$ cat config.mk
export PLATFORM = sky130hd
export DESIGN_NAME = proc_status_reg
export DESIGN_NICKNAME = d
export VERILOG_FILES = /design/src/rtl/proc_status_reg.sv
export SDC_FILE = /design/constraint.sdc
export NUM_CORES = 1
export LEC_CHECK = 0
export BUFFER_PORTS_ARGS = -buffer_cell sky130_fd_sc_hd__buf_2
export CAP_MARGIN = 20
export CELL_PAD_IN_SITES_DETAIL_PLACEMENT = 0
export CELL_PAD_IN_SITES_GLOBAL_PLACEMENT = 2
export CORE_UTILIZATION = 14
export DETAILED_ROUTE_END_ITERATION = 8
export GPL_ROUTABILITY_DRIVEN = 0
export PLACE_DENSITY_LB_ADDON = 0.1
export SLEW_MARGIN = 25
export SYNTH_ARGS = -nofsm -noshare
export SYNTH_HDL_FRONTEND = slang
export SYNTH_SLANG_ARGS = --single-unit
$ cat constraint.sdc
create_clock -name clk -period 1.3 [get_ports clk]
set_input_delay 0.065 -clock clk [delete_from_list [all_inputs] [get_ports clk]]
set_output_delay 0.065 -clock clk [all_outputs]
set_load 0.05 [all_outputs]
$ cat src/rtl/proc_status_reg.sv
// rtl/proc_status_reg.sv - 6502 processor status register (NV-BDIZC) with delayed IRQ mask
module proc_status_reg (
    input  logic       clk,
    input  logic       rst,
    input  logic [7:0] alu_flags,
    input  logic [7:0] alu_flag_we,
    input  logic [2:0] flag_op,
    input  logic       nz_load,
    input  logic [7:0] nz_data,
    input  logic       pull_we,
    input  logic [7:0] pull_data,
    input  logic       push_brk,
    input  logic       instr_done,
    output logic [7:0] status_p,
    output logic [7:0] push_data,
    output logic       alu_carry,
    output logic       alu_BCD,
    output logic       irq_mask
);

    localparam logic [7:0] RESET_P = 8'h24;

    localparam logic [2:0] OP_CLC = 3'b001;
    localparam logic [2:0] OP_SEC = 3'b010;
    localparam logic [2:0] OP_CLI = 3'b011;
    localparam logic [2:0] OP_SEI = 3'b100;
    localparam logic [2:0] OP_CLD = 3'b101;
    localparam logic [2:0] OP_SED = 3'b110;
    localparam logic [2:0] OP_CLV = 3'b111;

    logic n_q, v_q, d_q, i_q, z_q, c_q;
    logic n_d, v_d, d_d, i_d, z_d, c_d;
    logic irq_mask_q;

    // Each flag resolves its own priority chain; D and I are never ALU-owned.
    always_comb begin
        n_d = n_q;
        v_d = v_q;
        d_d = d_q;
        i_d = i_q;
        z_d = z_q;
        c_d = c_q;

        if (pull_we)             n_d = pull_data[7];
        else if (alu_flag_we[7]) n_d = alu_flags[7];
        else if (nz_load)        n_d = nz_data[7];

        if (pull_we)             v_d = pull_data[6];
        else if (flag_op == OP_CLV) v_d = 1'b0;
        else if (alu_flag_we[6]) v_d = alu_flags[6];

        if (pull_we)             d_d = pull_data[3];
        else if (flag_op == OP_CLD) d_d = 1'b0;
        else if (flag_op == OP_SED) d_d = 1'b1;

        if (pull_we)             i_d = pull_data[2];
        else if (flag_op == OP_CLI) i_d = 1'b0;
        else if (flag_op == OP_SEI) i_d = 1'b1;

        if (pull_we)             z_d = pull_data[1];
        else if (alu_flag_we[1]) z_d = alu_flags[1];
        else if (nz_load)        z_d = (nz_data == 8'h00);

        if (pull_we)             c_d = pull_data[0];
        else if (flag_op == OP_CLC) c_d = 1'b0;
        else if (flag_op == OP_SEC) c_d = 1'b1;
        else if (alu_flag_we[0]) c_d = alu_flags[0];
    end

    always_ff @(posedge clk) begin
        if (rst) begin
            n_q        <= RESET_P[7];
            v_q        <= RESET_P[6];
            d_q        <= RESET_P[3];
            i_q        <= RESET_P[2];
            z_q        <= RESET_P[1];
            c_q        <= RESET_P[0];
            irq_mask_q <= 1'b1;
        end else begin
            n_q <= n_d;
            v_q <= v_d;
            d_q <= d_d;
            i_q <= i_d;
            z_q <= z_d;
            c_q <= c_d;
            // Sampling next-state I makes an I write sharing the boundary cycle count.
            if (instr_done) irq_mask_q <= i_d;
        end
    end

    assign status_p  = {n_q, v_q, 1'b1, 1'b0,     d_q, i_q, z_q, c_q};
    assign push_data = {n_q, v_q, 1'b1, push_brk, d_q, i_q, z_q, c_q};
    assign alu_carry = c_q;
    assign alu_BCD   = d_q;
    assign irq_mask  = irq_mask_q;

endmodule
Word level (Yosys, flattened, before mapping)
Index checks and enable logic that the tools add are counted.
- bits in registers: 7
- latch bits: 0
- RAM bits: 0
- ROM bits: 0
- output and inout port bits: 19
- word-level logic and storage cells: 39
- memories: 0
- add/subtract/negate cells: 0
- multipliers: 0
- div/mod/pow operators: 0
- magnitude comparators: 0
- eq/ne operators: 7
- shift operators: 0
- multiplexer cells: 19
- bitwise logic cells: 0
- reductions and logical operators: 6
- operators with widths (operator ; number):
    $mux W1 ; 19
    $eq A3 B3 Y1 const B ; 4
    $reduce_bool A3 Y1 ; 4
    $logic_not A8 Y1 ; 1
    $eq A3 B2 Y1 const B ; 2
    $reduce_bool A4 Y1 ; 1
    $eq A3 B1 Y1 const B ; 1

Logic depth before layout (Yosys ltp)
Gate-level depths: netlist of the first run.
- word-level depth: 4
- gate-level depth with buffers: 4
- depth with buffers taken out: 4

Worst setup path after synthesis of the first run
No wires, ideal clock.
- path kind: register to register
- start point: reg, netlist name alu_BCD
- end point: reg d_q (netlist: alu_BCD)
- arrival: 1236 ps
- path slack: -6 ps
- stages on the path, launching flop included: 4
- buffers on the path: 0
- period minus slack after synthesis: 1306 ps
- path through: dfxtp_1 a21oi_1 or3_1 a21oi_1
- RTL lines (element ; line ; RTL):
    to (signal assigned) ; 74 ; d_q <= RESET_P[3];
    to (decl) ; 31 ; logic n_q, v_q, d_q, i_q, z_q, c_q;

==> run_results.csv, run 1 <==
group,metric,value,unit
cts,post_cts_buffers,0,
yosys,synth_area,522,µm²
sta,slew_viol_final,0,
route,wl_per_cell,9.63,µm
cts,cts_tree,"built",
global_routing,grt_start_max_net_pins,12,
setup_path,path_buf_inv,0,
finish,final_util,0.210,
pwr,powerDensity,1160,mW/mm²
yosys,synth_flop_cell,"dfxtp_1",
sta,period_minus_slack,1.01,ns
setup_path,max_stage_delay,0.31,ns
setup_path,crit_cells,4,
cts,cts_max_level,1,
route,first_pass_iters,2,
sta,finClkSkew,0.000143,ns
setup_path,crit_path_top_delay_cell,"dfxtp_1",
yosys,synth_area_leader_cell,"dfxtp_1",
finish,nNetsFinal,140,
yosys,netlist_top_cells_area,"dfxtp_1, buf_4, mux2i_1",
setup_path,regToRegEndpoint,"alu_carry$_SDFFE_PP0P_",
setup_path,crit_type,"register to register",
setup_path,r2r_cells,4,
yosys,ys_top_cells_by_count,"buf_4, dfxtp_1, nor2_1",
floorplanning,core_area,0.00344,mm²
setup_path,worst_setup_path_start_kind,"register",
worst_hold_path,min_path_cells,3,
flow_run,drv_cap,0,
cts,cts_root_buffer,"clkbuf_8",
setup_path,r2r_slack,0.29,ns
yosys,synth_most_common_cell,"buf_4",
global_routing,top_usage_layer,"met2",
floorplanning,die_h,63.0,µm
route,ant_nets,0,
global_routing,grt_pass1_vias,507,
finish,fin_area,724,µm²
yosys,yosysTopAreaCellShare,0.269,
placed_design,dp_hpwl,1110,µm
yosys,synthCells,66,
setup_path,cp_data_required_time,1.41,ns
pwr,ir_worst_vdd,0.201,mV
cts,clockBufferDepth,2,
setup_path,cp_top_family,"compound AO/OA/AOI/OAI gates",
cts,clock_sinks,7,
floorplanning,die_area,0.00397,mm²
setup_path,endpoint_kind,"register",
finish,layoutNonFillerInstCount,144,
global_routing,grt_overflow,0,
floorplanning,std_cell_rows,21,
placed_design,dp_cells,140,
sta,timing.final.crit_share,0.780,
yosys,synth-seq-cells,7,
placed_design,place_ws,0.253,ns
placed_design,portBuffers,44,
setup_path,rr_startpoint,"alu_carry$_SDFFE_PP0P_",
route,drt_wl_total,1390,µm
pwr,power.total,0.841,mW
cts,clock_latency,0.23,ns
sta,rsz0062_at_grt,"false",
finish,n_antenna_cell,0,
sta,hold_violations,0,
cts,cts_hold_buf,0,
setup_path,cp-endpoint,"alu_carry$_SDFFE_PP0P_",
finish,fill_cells,397,
route,vias_per_cell,3.81,
yosys,synth_warnings,0,
yosys,synth_edf_count,0,
placed_design,placed_area,679,µm²
yosys,seq_area_frac_synth,0.269,
setup_path,crit_chain,"mux2i_1 > o21ai_0 > a211oi_1 > nor3_1",
global_routing,met3_usage,0.0182,
sta,timing.hold.ws,0.0696,ns
sta,finalSetupViolCount,0,
finish,syn_to_final_growth,38.8,%
status,status,"completed",
worst_hold_path,min_from,"pull_data[7]",
global_routing,grtUsageMet1,0.0881,
floorplanning,die_x,63.0,µm
sta,fmax,986,MHz
finish,drive_gt1_frac,0.520,
yosys,async_flop_share,0,
setup_path,worstPathArrival,1.13,ns
yosys,synth_cell_types,26,
floorplanning,num_io_pins,60,
sta,layout_setup_ws,0.286,ns
worst_hold_path,hp-class,"input pin to register",
setup_path,cp_max_fo,4,
setup_path,cp-startpoint,"alu_carry$_SDFFE_PP0P_",
floorplanning,initial_core_util,0.152,
global_routing,grt.total_usage,0.0719,
sta,fin_setup_tns,0,ns
cts,cts_made_buffers,3,
global_routing,grt_pass1_wl,2210,µm
cts,clkTransAtPathRegs,0.04,ns
route,vias,548,
pwr,cellLeakagePower,0.367,nW
cts,cts_resized,0,
route,drtIter0Drc,11,
route,route.detailed.drc,0,
global_routing,grt_use_met2,0.103,
global_routing,antenna_found_initial,0,
yosys,syn_avg_cell_area,7.91,µm²
==> sequential cells by signal (all words and copies together), names as in the netlist <==
| name | cells |
|---|---|
| n_q | 1 |
| irq_mask | 1 |
| alu_carry | 1 |
| v_q | 1 |
| alu_BCD | 1 |
| i_q | 1 |
| z_q | 1 |
==> routing by layer <==
layer | wire, µm | share of wire | vias up
li1 | - | - | 273
met1 | 603 | 0.44 | 238
met2 | 616 | 0.44 | 33
met3 | 123 | 0.089 | 4
met4 | 42 | 0.030 | 0
met5 | 0 | 0 | -
==> power breakdown <==
part           internal (mW)  switching, mW
combinational         0.0827          0.198
sequential             0.232         0.0113
clock                  0.213          0.104
==> final cells by class <==
class	instances	area, µm²	share of cell area
clock buffer	4	45.0	0.0622
inverter	4	15.0	0.0207
multi-input combinational	39	245	0.339
sequential	7	141	0.195
tap	46	57.6	0.0794
timing repair buffer	44	220	0.304
==> worst register-to-register path, delay by kind of cell (launching register included) <==
kind             cells  cell delay, ns
AND/OR/NAND/NOR      1            0.08
multiplexers         1            0.16
flip-flops           1            0.31
AO/OA/AOI/OAI        2            0.36
==> cell usage in the layout, fill, tap and decap left out, drive strengths merged <==
| master | instances |
|---|---|
| o41a | 1 |
| dfxtp | 7 |
| conb | 3 |
| clkbuf | 4 |
| and2 | 1 |
| mux2i | 4 |
| nor2b | 2 |
| nand3 | 1 |
| o21ai | 3 |
| nor3 | 1 |
| nor4b | 1 |
| a221oi | 1 |
| nor3b | 1 |
| nor4 | 1 |
| or3 | 3 |
| nand2 | 3 |
| buf | 44 |
| nor2 | 5 |
| inv | 4 |
| a211oi | 3 |
| a311oi | 1 |
| a21oi | 4 |
==> cell families after synthesis <==
logic type / after synthesis / share of synthesized area
buffers and inverters: 21 / 0.269
DFF: 7 / 0.269
AOI/OAI and AO/OA: 13 / 0.175
and+or+nand+nor: 19 / 0.197
muxes: 4 / 0.0767
other: 2 / 0.0144
==> worst min path at each step <==
stage | end | slack (ns)
after CTS | n_q$_SDFFE_PP0P_ | 0.07
after detailed placement | push_data[4] | 0.13
after global placement | push_data[4] | 0.13
final | n_q$_SDFFE_PP0P_ | 0.07
after global routing | v_q$_SDFFE_PP0P_ | 0.1
after floorplan | alu_BCD$_SDFFE_PP0P_ | 0.13
Power figures use the tool's default switching activity.
==> inputs of run 2 (changes only) <==
Settings changed: ABC_AREA set to 1, CORE_UTILIZATION 14 to 12.
Clock period 1.3 ns to 0.9 ns, I/O delays scaled along.
==> run_results.csv, run 2 <==
group,metric,value,unit
route,ant_nets,0,
setup_path,cp_common_cell,"buf_4",
sta,rsz0062_at_grt,"true",
yosys,synth_most_common_cell,"buf_4",
setup_path,path_buf_inv,2,
finish,multi_input_area,223,µm²
sta,finalSetupViolCount,0,
setup_path,worstPathArrival,0.85,ns
cts,clockBufferDepth,2,
pwr,cellLeakagePower,0.414,nW
yosys,synth_edf_count,0,
flow_run,drv_cap,0,
finish,layout_commonest_cell,"buf_2",
yosys,synth-seq-cells,7,
sta,fin_setup_tns,0,ns
setup_path,crit_path_top_delay_cell,"dfxtp_2",
floorplanning,die_h,67.6,µm
yosys,synth_cell_types,16,
finish,fill_cells,477,
yosys,ys_top_cells_by_count,"buf_4, nand2_1, inv_1",
sta,hold_violations,0,
cts,clock_sinks,7,
setup_path,endpoint_kind,"output pin",
finish,final_cell_mix,"buf_2, nand2_1, inv_1, buf_4",
route,wl_per_cell,9.38,µm
setup_path,crit_cells,2,
worst_hold_path,hp-class,"input pin to register",
finish,seq_area,143,µm²
yosys,synth_area_leader_cell,"dfxtp_1",
pwr,ir_worst_vdd,0.498,mV
global_routing,grt_start_max_net_pins,9,
setup_path,cp_max_fo,3,
yosys,yosysTopAreaCellShare,0.271,
setup_path,worst_setup_path_start_kind,"register",
route,vias_per_cell,3.57,
floorplanning,core_area,0.00406,mm²
yosys,synth_warnings,0,
route,drt_wl_total,1520,µm
sta,slew_viol_final,0,
floorplanning,num_io_pins,60,
setup_path,cp_top_family,"flip-flops",
finish,drive_gt1_frac,0.464,
yosys,syn_avg_cell_area,6.62,µm²
yosys,synth_area,517,µm²
setup_path,r2r_cells,4,
route,route.detailed.drc,0,
global_routing,grt_pass1_wl,2170,µm
global_routing,grt.total_usage,0.0685,
cts,cts_tree,"built",
finish,nNetsFinal,154,
sta,timing.final.crit_share,0.998,
placed_design,portBuffers,44,
setup_path,crit_chain,"buf_4 > buf_4",
sta,finClkSkew,0.000761,ns
cts,clkTransAtPathRegs,0.04,ns
finish,n_antenna_cell,0,
yosys,synth_flop_cell,"dfxtp_1",
placed_design,dp_hpwl,1270,µm
setup_path,crit_type,"register to output pin",
floorplanning,initial_core_util,0.127,
global_routing,antenna_found_initial,0,
setup_path,cp_data_required_time,0.85,ns
pwr,power.total,1.26,mW
status,status,"completed",
sta,period_minus_slack,0.898,ns
floorplanning,std_cell_rows,23,
pwr,powerDensity,1630,mW/mm²
global_routing,grt_pass1_vias,486,
yosys,synthCells,78,
floorplanning,die_area,0.00457,mm²
yosys,seq_area_frac_synth,0.271,
finish,syn_to_final_growth,49.6,%
cts,cts_made_buffers,3,
floorplanning,die_x,67.6,µm
cts,cts_root_buffer,"clkbuf_8",
cts,cts_max_level,1,
yosys,netlist_top_cells_area,"dfxtp_1, buf_4, nand2_1",
setup_path,max_stage_delay,0.31,ns
route,drtIter0Drc,6,
route,first_pass_iters,4,
sta,fmax,1110,MHz
route,vias,578,
cts,clock_latency,0.23,ns
worst_hold_path,min_path_cells,3,
yosys,async_flop_share,0,
global_routing,grt_overflow,0,
==> run 2: layer usage <==
layer	wire [µm]	global-route usage
met3	108	0.0186
met1	675	0.0837
met2	707	0.0978
met5	0	0
met4	27	0.0585
==> run 2: cell families after synthesis <==
family / synth area share
AO/OA/AOI/OAI: 0.225
flip-flops: 0.271
AND/OR/NAND/NOR: 0.184
other: 0.0145
buffers and inverters: 0.305
==> run 2: timing repair <==
item / in CTS / in global routing
hold buffers: 0 / 0
resized for setup: 7 / 8
setup buffers: 0 / 0
setup endpoints to repair: 6 / 11
cloned: 0 / 0
==> run 2: layout make-up <==
type,count,share of cell area
clock buffer,4,0.0583
inverter,10,0.0485
multi-input combinational,46,0.288
sequential,7,0.184
tap,50,0.0809
timing repair buffer,45,0.340
==> run 2: path summary, 6_finish.rpt <==
check	start	to	slack (ns)
worst max-delay path	alu_carry$_SDFFE_PP0P_	alu_carry	0.002
worst min-delay path	rst	irq_mask$_SDFFE_PP1P_	0.02
worst max register to register	alu_carry$_SDFFE_PP0P_	alu_carry$_SDFFE_PP0P_	0.09
worst min register to register	irq_mask$_SDFFE_PP1P_	irq_mask$_SDFFE_PP1P_	0.46
==> run 2: tightest hold or removal path: stages <==
cell and delay [ns]:
buf_2 0.09, a21oi_1 0.03, nand2_1 0.05
==> run 2: where the power goes <==
group / switching, mW / leakage (nW) / internal (mW)
registers: 0.0168 / 0.0589 / 0.337
clock network: 0.147 / 0.0228 / 0.308
logic: 0.309 / 0.332 / 0.143
==> run 2: per-stage QoR <==
step           utilization  hold WS (ns)  setup slack [ns]  area [µm²]  cells
6_report             0.191        0.0166           0.00166         773    162
5_1_grt              0.191        0.0123           -0.0273         773    162
4_1_cts              0.186        0.0136           -0.0130         756    162
3_5_place_dp         0.171        0.0906            0.0286         693    158
3_3_place_gp         0.171        0.0906            0.0120         693    158
2_1_floorplan            -         0.140           -0.0484         523     79
==> inputs of run 3 (changes only) <==
Settings changed: RECOVER_POWER set to 50.
==> run_results.csv, run 3 (same netlist as run 2, synthesis figures left out) <==
group,metric,value,unit
status,status,"completed",
worst_hold_path,min_to,"irq_mask$_SDFFE_PP1P_",
floorplanning,std_cell_rows,23,
sta,finalSetupViolCount,0,
worst_hold_path,min_path_cells,3,
flow_run,drv_cap,0,
setup_path,cp_data_required_time,0.85,ns
setup_path,r2r_cells,4,
route,vias_per_cell,3.59,
placed_design,dp_hpwl,1270,µm
pwr,powerDensity,1630,mW/mm²
global_routing,grt_pass1_wl,2170,µm
setup_path,worst_setup_path_start_kind,"register",
pwr,ir_worst_vdd,0.496,mV
sta,timing.final.crit_share,0.998,
global_routing,grt.total_usage,0.0685,
route,vias,582,
cts,cts_max_level,1,
finish,nNetsFinal,154,
global_routing,antenna_found_initial,0,
sta,finClkSkew,0.000746,ns
floorplanning,die_x,67.6,µm
floorplanning,num_io_pins,60,
placed_design,portBuffers,44,
setup_path,path_buf_inv,2,
finish,n_antenna_cell,0,
cts,cts_root_buffer,"clkbuf_8",
cts,clkTransAtPathRegs,0.04,ns
sta,slew_viol_final,0,
setup_path,regToRegEndpoint,"irq_mask$_SDFFE_PP1P_",
finish,layout_commonest_cell,"buf_2",
floorplanning,core_area,0.00406,mm²
setup_path,r2r_slack,0.06,ns
finish,drive_gt1_frac,0.464,
cts,clock_latency,0.23,ns
finish,syn_to_final_growth,49.6,%
floorplanning,initial_core_util,0.127,
setup_path,cp_top_family,"flip-flops",
floorplanning,die_area,0.00457,mm²
global_routing,grt_overflow,0,
pwr,cellLeakagePower,0.413,nW
route,drtIter0Drc,7,
route,first_pass_iters,4,
sta,rsz0062_at_grt,"true",
setup_path,worstPathArrival,0.85,ns
pwr,power.total,1.26,mW
floorplanning,die_h,67.6,µm
setup_path,cp_common_cell,"buf_4",
sta,timing.hold.ws,0.0166,ns
placed_design,dp_cells,158,
setup_path,cp_max_fo,3,
sta,hold_violations,0,
global_routing,grt_pass1_vias,486,
worst_hold_path,hp-class,"input pin to register",
worst_hold_path,min_from,"rst",
cts,cts_made_buffers,3,
cts,clock_sinks,7,
setup_path,rr_startpoint,"i_q$_SDFF_PP1_",
sta,fmax,1110,MHz
route,wl_per_cell,9.41,µm
setup_path,crit_chain,"buf_4 > buf_4",
cts,cts_hold_buf,0,
global_routing,grt_start_max_net_pins,9,
setup_path,max_stage_delay,0.31,ns
sta,period_minus_slack,0.898,ns
finish,layoutNonFillerInstCount,162,
cts,clockBufferDepth,2,
setup_path,crit_type,"register to output pin",
cts,cts_tree,"built",
route,route.detailed.drc,0,
setup_path,endpoint_kind,"output pin",
route,ant_nets,0,
route,drt_wl_total,1520,µm
finish,final_cell_mix,"buf_2, nand2_1, inv_1, o21ai_0, buf_4",
setup_path,crit_path_top_delay_cell,"dfxtp_2",
run 3: cell counts in the layout (fill, tap and decap cells not counted):
No cell type changed its count.
run 3: worst max path at each step:
| stage | startpoint | to | slack [ns] | cells after the start |
|---|---|---|---|---|
| detailed placement | alu_carry$_SDFFE_PP0P_ | alu_carry$_SDFFE_PP0P_ | 0.03 | 4 |
| global route | alu_carry$_SDFFE_PP0P_ | status_p[0] | -0.03 | 2 |
| finish | alu_carry$_SDFFE_PP0P_ | alu_carry | 0.002 | 2 |
| global placement | alu_carry$_SDFFE_PP0P_ | alu_carry$_SDFFE_PP0P_ | 0.01 | 4 |
| floorplan | alu_carry$_SDFFE_PP0P_ | alu_carry$_SDFFE_PP0P_ | -0.05 | 4 |
| CTS | alu_carry$_SDFFE_PP0P_ | alu_carry | -0.01 | 2 |
run 3: stage by stage:
stage	utilization	worst slack, ns	setup TNS, ns	instance area, µm²
after CTS	0.186	-0.0130	-0.0376	756
final	0.191	0.00166	0	773
after global routing	0.191	-0.0273	-0.107	773
after detailed placement	0.171	0.0286	0	693
after floorplan	-	-0.0484	-0.0484	523
after global placement	0.171	0.0120	0	693
run 3: timing repair:
action / CTS / global route
endpoints found under the setup margin: 6 / 11
setup buffers: 0 / 0
gates resized for setup: 7 / 8
pin swaps: 0 / 0
run 3: power by group:
part | leakage, nW | internal, mW | switching (mW)
registers | 0.0589 | 0.337 | 0.0170
logic | 0.332 | 0.142 | 0.308
clock network | 0.0228 | 0.308 | 0.147
total | 0.413 | 0.787 | 0.472
run 3: routing by layer:
metal / part of all wire / up-vias / GRT usage
li1: - / 303 / -
met5: 0 / - / 0
met1: 0.44 / 254 / 0.0837
met2: 0.47 / 23 / 0.0978
met3: 0.071 / 2 / 0.0186
met4: 0.018 / 0 / 0.0585
run 3: tightest hold or removal path, delay by kind of cell:
kind,cells,cell delay [ns]
buffers and inverters,1,0.09
AOI/OAI and AO/OA,1,0.03
and+or+nand+nor,1,0.05
run 3: layout make-up:
cell class / instances / area, µm²
fill: 477 / 3280
timing repair buffer: 45 / 263
multi-input combinational: 46 / 223
sequential: 7 / 143
tap: 50 / 62.6
clock buffer: 4 / 45.0
inverter: 10 / 37.5
